**src/rtl/bf_pair_buf.sv**
```systemverilog
// bf_pair_buf: reorders a natural-order frame of N complex samples into
// butterfly pairs (x[k], x[k+N/2]). The first half of each frame is parked
// in a HALF-entry buffer; each second-half sample is emitted together with
// its buffered partner one cycle after it is accepted.
//
// Handshakes: a transfer happens on a rising edge where valid and ready are
// both 1. Upstream: din_valid/din_ready. Downstream: dout_valid/dout_ready.
// A pair presented with dout_valid=1 stays stable until dout_ready=1.
module bf_pair_buf #(
    parameter int SIG = 1,
    parameter int INT = 3,
    parameter int FLT = 6,
    parameter int N   = 16,
    localparam int WIDTH = SIG + INT + FLT,
    localparam int HALF  = N / 2,
    localparam int AW    = $clog2(HALF)
) (
    input  logic                    clk,
    input  logic                    rst,
    input  logic                    din_valid,
    output logic                    din_ready,
    input  logic signed [WIDTH-1:0] din_re,
    input  logic signed [WIDTH-1:0] din_im,
    output logic                    dout_valid,
    input  logic                    dout_ready,
    output logic signed [WIDTH-1:0] dout1_re,
    output logic signed [WIDTH-1:0] dout1_im,
    output logic signed [WIDTH-1:0] dout2_re,
    output logic signed [WIDTH-1:0] dout2_im,
    output logic [AW-1:0]           dout_idx,
    output logic                    dout_last,
    output logic                    state_dbg
);

    typedef enum logic {
        FILL = 1'b0,
        PAIR = 1'b1
    } state_t;

    localparam logic [AW-1:0] CNT_LAST = AW'(HALF - 1);

    state_t            state;
    state_t            state_nxt;
    logic [AW-1:0]     cnt;
    logic [AW-1:0]     cnt_nxt;
    logic              accept;
    logic [2*WIDTH-1:0] mem [HALF];
    logic [2*WIDTH-1:0] rd;

    assign state_dbg = (state == PAIR);
    assign rd        = mem[cnt];

    // Next-state, counter and upstream ready. During reset the FILL rule
    // applies to din_ready, but nothing is accepted.
    always_comb begin
        state_nxt = state;
        cnt_nxt   = cnt;
        din_ready = 1'b1;
        if (state == PAIR && !rst) begin
            din_ready = !dout_valid || dout_ready;
        end
        accept = din_valid && din_ready && !rst;
        if (accept) begin
            if (cnt == CNT_LAST) begin
                cnt_nxt   = '0;
                state_nxt = (state == FILL) ? PAIR : FILL;
            end else begin
                cnt_nxt = cnt + 1'b1;
            end
        end
    end

    // State register and frame position counter.
    always_ff @(posedge clk) begin
        if (rst) begin
            state <= FILL;
            cnt   <= '0;
        end else begin
            state <= state_nxt;
            cnt   <= cnt_nxt;
        end
    end

    // First-half buffer; an entry is only overwritten after PAIR has read it,
    // so a stalled final pair never blocks the next frame's fill.
    always_ff @(posedge clk) begin
        if (accept && state == FILL) begin
            mem[cnt] <= {din_re, din_im};
        end
    end

    // Output pair register: load on a PAIR acceptance (replacing any pair
    // consumed this same cycle), otherwise clear valid once consumed.
    always_ff @(posedge clk) begin
        if (rst) begin
            dout_valid <= 1'b0;
            dout_last  <= 1'b0;
            dout_idx   <= '0;
            dout1_re   <= '0;
            dout1_im   <= '0;
            dout2_re   <= '0;
            dout2_im   <= '0;
        end else if (accept && state == PAIR) begin
            dout_valid <= 1'b1;
            dout_last  <= (cnt == CNT_LAST);
            dout_idx   <= cnt;
            dout1_re   <= rd[2*WIDTH-1:WIDTH];
            dout1_im   <= rd[WIDTH-1:0];
            dout2_re   <= din_re;
            dout2_im   <= din_im;
        end else if (dout_valid && dout_ready) begin
            dout_valid <= 1'b0;
        end
    end

endmodule

```
**config.mk**
```make
export PLATFORM = sky130hd
export DESIGN_NAME = bf_pair_buf
export DESIGN_NICKNAME = d
export VERILOG_FILES = /design/src/rtl/bf_pair_buf.sv
export SDC_FILE = /design/constraint.sdc
export NUM_CORES = 1
export LEC_CHECK = 0
export CORE_MARGIN = 5
export CORE_UTILIZATION = 52
export CTS_BUF_LIST = sky130_fd_sc_hd__clkbuf_4 sky130_fd_sc_hd__clkbuf_8 sky130_fd_sc_hd__clkbuf_16
export CTS_CLUSTER_DIAMETER = 30
export DETAILED_ROUTE_END_ITERATION = 8
export GPL_TIMING_DRIVEN = 0
export PLACE_DENSITY = 0.88
export SLEW_MARGIN = 25
export SYNTH_ARGS = -nofsm -noshare
export SYNTH_HDL_FRONTEND = slang
export SYNTH_SLANG_ARGS = --single-unit
```
**constraint.sdc**
```tcl
create_clock -name clk -period 3.5 [get_ports clk]
set_input_delay 0.875 -clock clk [delete_from_list [all_inputs] [get_ports clk]]
set_output_delay 0.875 -clock clk [all_outputs]
set_load 0.02 [all_outputs]
```
# After elaboration in Yosys (flattened, before gate mapping)

Memory sizes are Yosys's and may differ from the RTL's. A register that Yosys moved wholly into a read port is not among the register bits.
Cells that the tools add are included.

Word-level logic and storage cells: 29
Bits of input ports: 24
Output and inout bits: 47
Flip-flop bits (word level): 29
Memories kept: 1
Memory bits (writable): 160

Memory list:

| memory | words | bits a word | rd ports | clocked after Yosys merged registers in | wr ports | line | source |
|---|---|---|---|---|---|---|---|
| mem    | 8     | 20          | 1        | 1                                       | 1        | 47   | `logic [2*WIDTH-1:0] mem [HALF];` |

$add $sub $neg: 1
Bitwise operators: 1
Mux-type cells: 7
Reduce and logical (&&, ||, !) cells: 11
Equality and inequality tests: 1

Operators with widths:

| kind                                                          | count |
|---|---|
| 1-bit logical AND                                             | 6 |
| 1-bit 2-to-1 mux                                              | 6 |
| 3-bit by 1-bit adder with 3-bit output, second input constant | 1 |
| 3-bit == test, second input constant                          | 1 |
| 3-bit 2-to-1 mux                                              | 1 |
| 1-bit zero test                                               | 2 |
| 2-bit AND reduction                                           | 1 |
| 2-bit nonzero test                                            | 1 |
| 1-bit logical OR                                              | 1 |
| 1-bit inverter                                                | 1 |

# Longest topological paths before layout

Depth after elaboration: 8
Mapped depth: 6
Gate-level depth less buffers: 5

# Worst setup path before layout

OpenSTA, ideal clock, no wires.

Path type: input port to flip-flop
Start: input rst
End: memory mem[0][0] (netlist name) (enable)
Path slack: 79 ps
Arrival time: 2999 ps
Stages on the path: 5
Path buffers: 2
Cells stage by stage: buf_6 > nand2b_4 > buf_6 > or3_4 > nor3_1

Word-level cells in the longest chain between the ends: 8

Ends and longest elaborated chain:

| element                                    | line   | source |
|---|---|---|
| start, declared                            | 19     | `input logic rst,` |
| 1-bit zero test (*)                        | 59, 62 |  |
| 1-bit logical AND                          | 59     | `if (state == PAIR && !rst) begin` |
| 1-bit 2-to-1 mux                           | 59     |  |
| 1-bit logical AND                          | 62     | `accept = din_valid && din_ready && !rst;` |
| 1-bit logical AND (*)                      | 62     |  |
| 1-bit logical AND (*)                      | 87     | `if (accept && state == FILL) begin` |
| 1-bit 2-to-1 mux (*)                       | 87     |  |
| 1-bit 2-to-1 mux (not written as such) (*) | 88     | `mem[cnt] <= {din_re, din_im};` |
| end, declared                              | 47     |  |

Mark *: on every way between the ends. The rest lies on a longest branch, timed or not.

# Worst setup path after layout

Start: input rst
End: output din_ready

Word-level cells in the longest chain between the ends: 3

Ends and longest elaborated chain:

| element           | line | source |
|---|---|---|
| 1-bit zero test   | 59   |  |
| 1-bit logical AND | 59   |  |
| 1-bit 2-to-1 mux  | 59   |  |
| end, declared     | 21   | `output logic din_ready,` |

No other way between the ends.

==> summary.md <==
| Metric | Value |
|---|---|
| Worst Tran Pin Value | 0.8632 ns |
| CTS Buf Count | 31 |
| Leakage power | 3.384 nW |
| Hold Fails Final Rpt | 0 |
| GRT Total Usage | 25.08% |
| Initial antenna violation count | 0 |
| RR Endpoint | mem[2][2] |
| CP Launch Type | input pin |
| Post-CTS Repair Setup Buffers | 0 |
| Port bufs | 69 |
| P&R area growth vs syn | 26.20% |
| Largest net degree at the start of global routing | 21 |
| Die Ht | 136.2 um |
| CP required | 2.62 ns |
| Post_cts resized | 0 |
| Wire per inst | 26.15 um |
| Worst reg2reg path startpoint | cnt[0] |
| Hold EP | dout2_re[5] |
| Die X | 136.2 um |
| Synth cell types | 34 |
| Final Non-Filler Cells | 877 |
| DRC | 0 |
| Critical-path cell list | buf_6, clkbuf_1, nand2b_1, clkdlybuf4s50_1 |
| Unrepaired setup endpoints after global routing | false |
| Final setup violation count | 0 |
| Slew Limit Fails | 0 |
| Syn_nets | 556 |
| Skew-Pair Late Insertion Delay | 0.55 ns |
| First-pass GRT wire length | 35050 um |
| Root Buffer | clkbuf_16 |
| CTS Buffer Depth | 3 |
| Mean Syn Cell Area | 15.64 sq um |
| Final global-route overflow total | 0 |
| EDFF count, synth | 160 |
| Met2 WL | 11300 um |
| HP Start | dout2_re[5] |
| Layout cells sized above 1 | 21.94% |
| Placeable Area | 15770 sq um |
| IO Count | 71 |
| Worst setup EP type | output port |
| Netlist Area Pre-Place | 8287 sq um |
| Async set or reset register ratio after synthesis | 0% |
| Fmax | 304.4 MHz |
| Synth warn | 0 |
| Dominant synthesized flop cell | edfxtp_1 |
| # rows | 46 |
| Met3 WL post-DR | 2347 um |
| Clock Sinks | 209 |
| Initial core utilization | 52.55% |
| GPL Wtd Cong | 0.8523 |
| # nets final | 663 |
| Most frequent cells in the layout | 160 x edfxtp_1, 69 x clkdlybuf4s50_1, 49 x dfxtp_1, 42 x mux2_2, 40 x mux2i_1 |
| Commonest non-fill, non-tap cell in the layout | edfxtp_1 |
| Min-Delay Path Class | flop to flop |
| Cells on Worst Hold Path | 2 |
| Outcome | finished, final reports clean |
| Critical path type | input pin to output port |
| Cells after Synth | 530 |
| CTS H-Tree Depth | 1 |
| Power Dens Cells | 597.7 nW/um^2 |
| Multi-input combinational cell area | 2245 sq um |
| CP max stage cell | clkdlybuf4s50_1 |
| Sequential area share after synthesis | 69.82% |
| Routed via count | 5760 |
| Setup Skew | 0.01102 ns |
| Worst-path maximum fanout | 10 |
| Flop-to-flop setup slack | 0.96 ns |
| Max-cap violation count | 0 |
| Hold WS | 0.4765 ns |
| Die area | 18560 sq um |
| R2R cell count | 6 |
| FF/Latch Area | 5786 sq um |
| Final WL | 22930 um |
| Top Metal Used | met4 |
| Fill cells | 1028 |
| Slew Limit Headroom | 42.39% |
| DRT iter0 DRCs | 737 |
| FF+latch count, synth | 209 |
| Vias in the first global route | 6057 |
| Placed Instances | 820 |
| Min Tclk post-route | 3.286 ns |
| Diode count | 0 |
| TritonCTS clock tree | built |
| Wire length on met1 | 8471 um |
| Final worst path period share | 93.88% |
| Setup TNS | 0 ns |
| Detailed Routing Iterations Pass 1 | 5 |
| CTS clk-pin slew, worst paths | 0.06 ns |
| Hold-fix buffers at CTS | 0 |
| Worst path bufs/invs | 3 |
| Peak supply drop | 376.5 uV |
| Routed vias/inst | 6.568 |
| Largest delay share family, worst path | buffers and inverters |
| Final antenna-violating net count | 0 |
| Detail Placement HPWL | 13590 um |
| Delay of the slowest critical-path stage | 0.62 ns |
| CP arrival | 2.41 ns |
[logic make-up after synthesis]
| kind of cell | count (synthesis) | share of synthesized area [%] |
|---|---|---|
| flip-flops | 209 | 69.82 |
| buffers and inverters | 52 | 3.745 |
| AND/OR/NAND/NOR | 53 | 3.926 |
| AO/OA/AOI/OAI | 132 | 11.67 |
| adder cells (fa/ha/maj) | 2 | 0.3019 |
| multiplexers | 82 | 10.54 |
[where the power goes]
part	switching, mW	total, mW	internal [mW]
Clock	1.35	3.16	1.81
Combinational	0.218	0.382	0.164
Sequential	0.00734	2.70	2.70
[cell usage after synthesis, types with 8 or more instances]
cell type    n  area (sq um)
edfxtp_1   160          4805
dfxtp_1     49         980.9
mux2_2      42         473.0
mux2i_1     40         400.4
a21oi_1     26         130.1
nand4_1     24         150.1
o31ai_1     24         180.2
clkbuf_1    21         78.83
a22oi_1     20         150.1
a31oi_1     20         125.1
o22a_1      20         175.2
buf_2       18         90.09
a311oi_1    17         148.9
nor2_1       8         30.03
[metal layers]
layer | up-vias | global-route usage (%)
met5 | - | 0
met4 | 0 | 10.53
met3 | 80 | 5.366
met2 | 443 | 41.66
met1 | 2875 | 32.08
li1 | 2362 | -
[worst register-to-register path, stage by stage (launching register included)]
cell and delay [ns]:
dfxtp_1 0.32, buf_4 0.16, buf_8 0.16, buf_6 0.17, or3_4 0.44, nor3b_4 0.75
buf_8 0.25
[how the worst max path moves through the flow]
stage,start,to,slack [ns],cells after the start
after floorplan,rst,mem[0][0],0.08,5
after global placement,din_valid,mem[0][19],-1.43,5
after detailed placement,din_valid,mem[1][19],0.03,6
after CTS,rst,din_ready,0.25,4
after global routing,rst,din_ready,0.21,4
final,rst,din_ready,0.21,4
[state kept, by name, summed over array words and instances (netlist names)]
name / cells
dout_idx: 3
dout2_re: 10
dout_valid: 1
dout2_im: 10
dout_last: 1
state_dbg: 1
mem: 160
dout1_re: 10
cnt: 3
dout1_im: 10
[per-stage QoR]
step / power, mW / utilization [%] / instance area, sq um / worst slack [ns]
after global routing: 6.388 / 66.31 / 10460 / 0.2055
after floorplan: 2.989 / - / 8287 / 0.07915
after global placement: 3.096 / 58.64 / 9248 / -1.426
final: 6.250 / 66.31 / 10460 / 0.2144
after CTS: 6.251 / 66.31 / 10460 / 0.2523
after detailed placement: 3.122 / 59.31 / 9354 / 0.02767
[area by class of cell]
class	count	share of cell area, %
Buffer	51	2.931
Clock buffer	31	7.418
Clock inverter	26	3.135
Inverter	1	0.03589
Multi-Input combinational cell	269	21.46
Sequential cell	209	55.32
Tap cell	216	2.584
Timing Repair Buffer	74	7.107
Note: power is estimated with default switching activity, not from simulation.
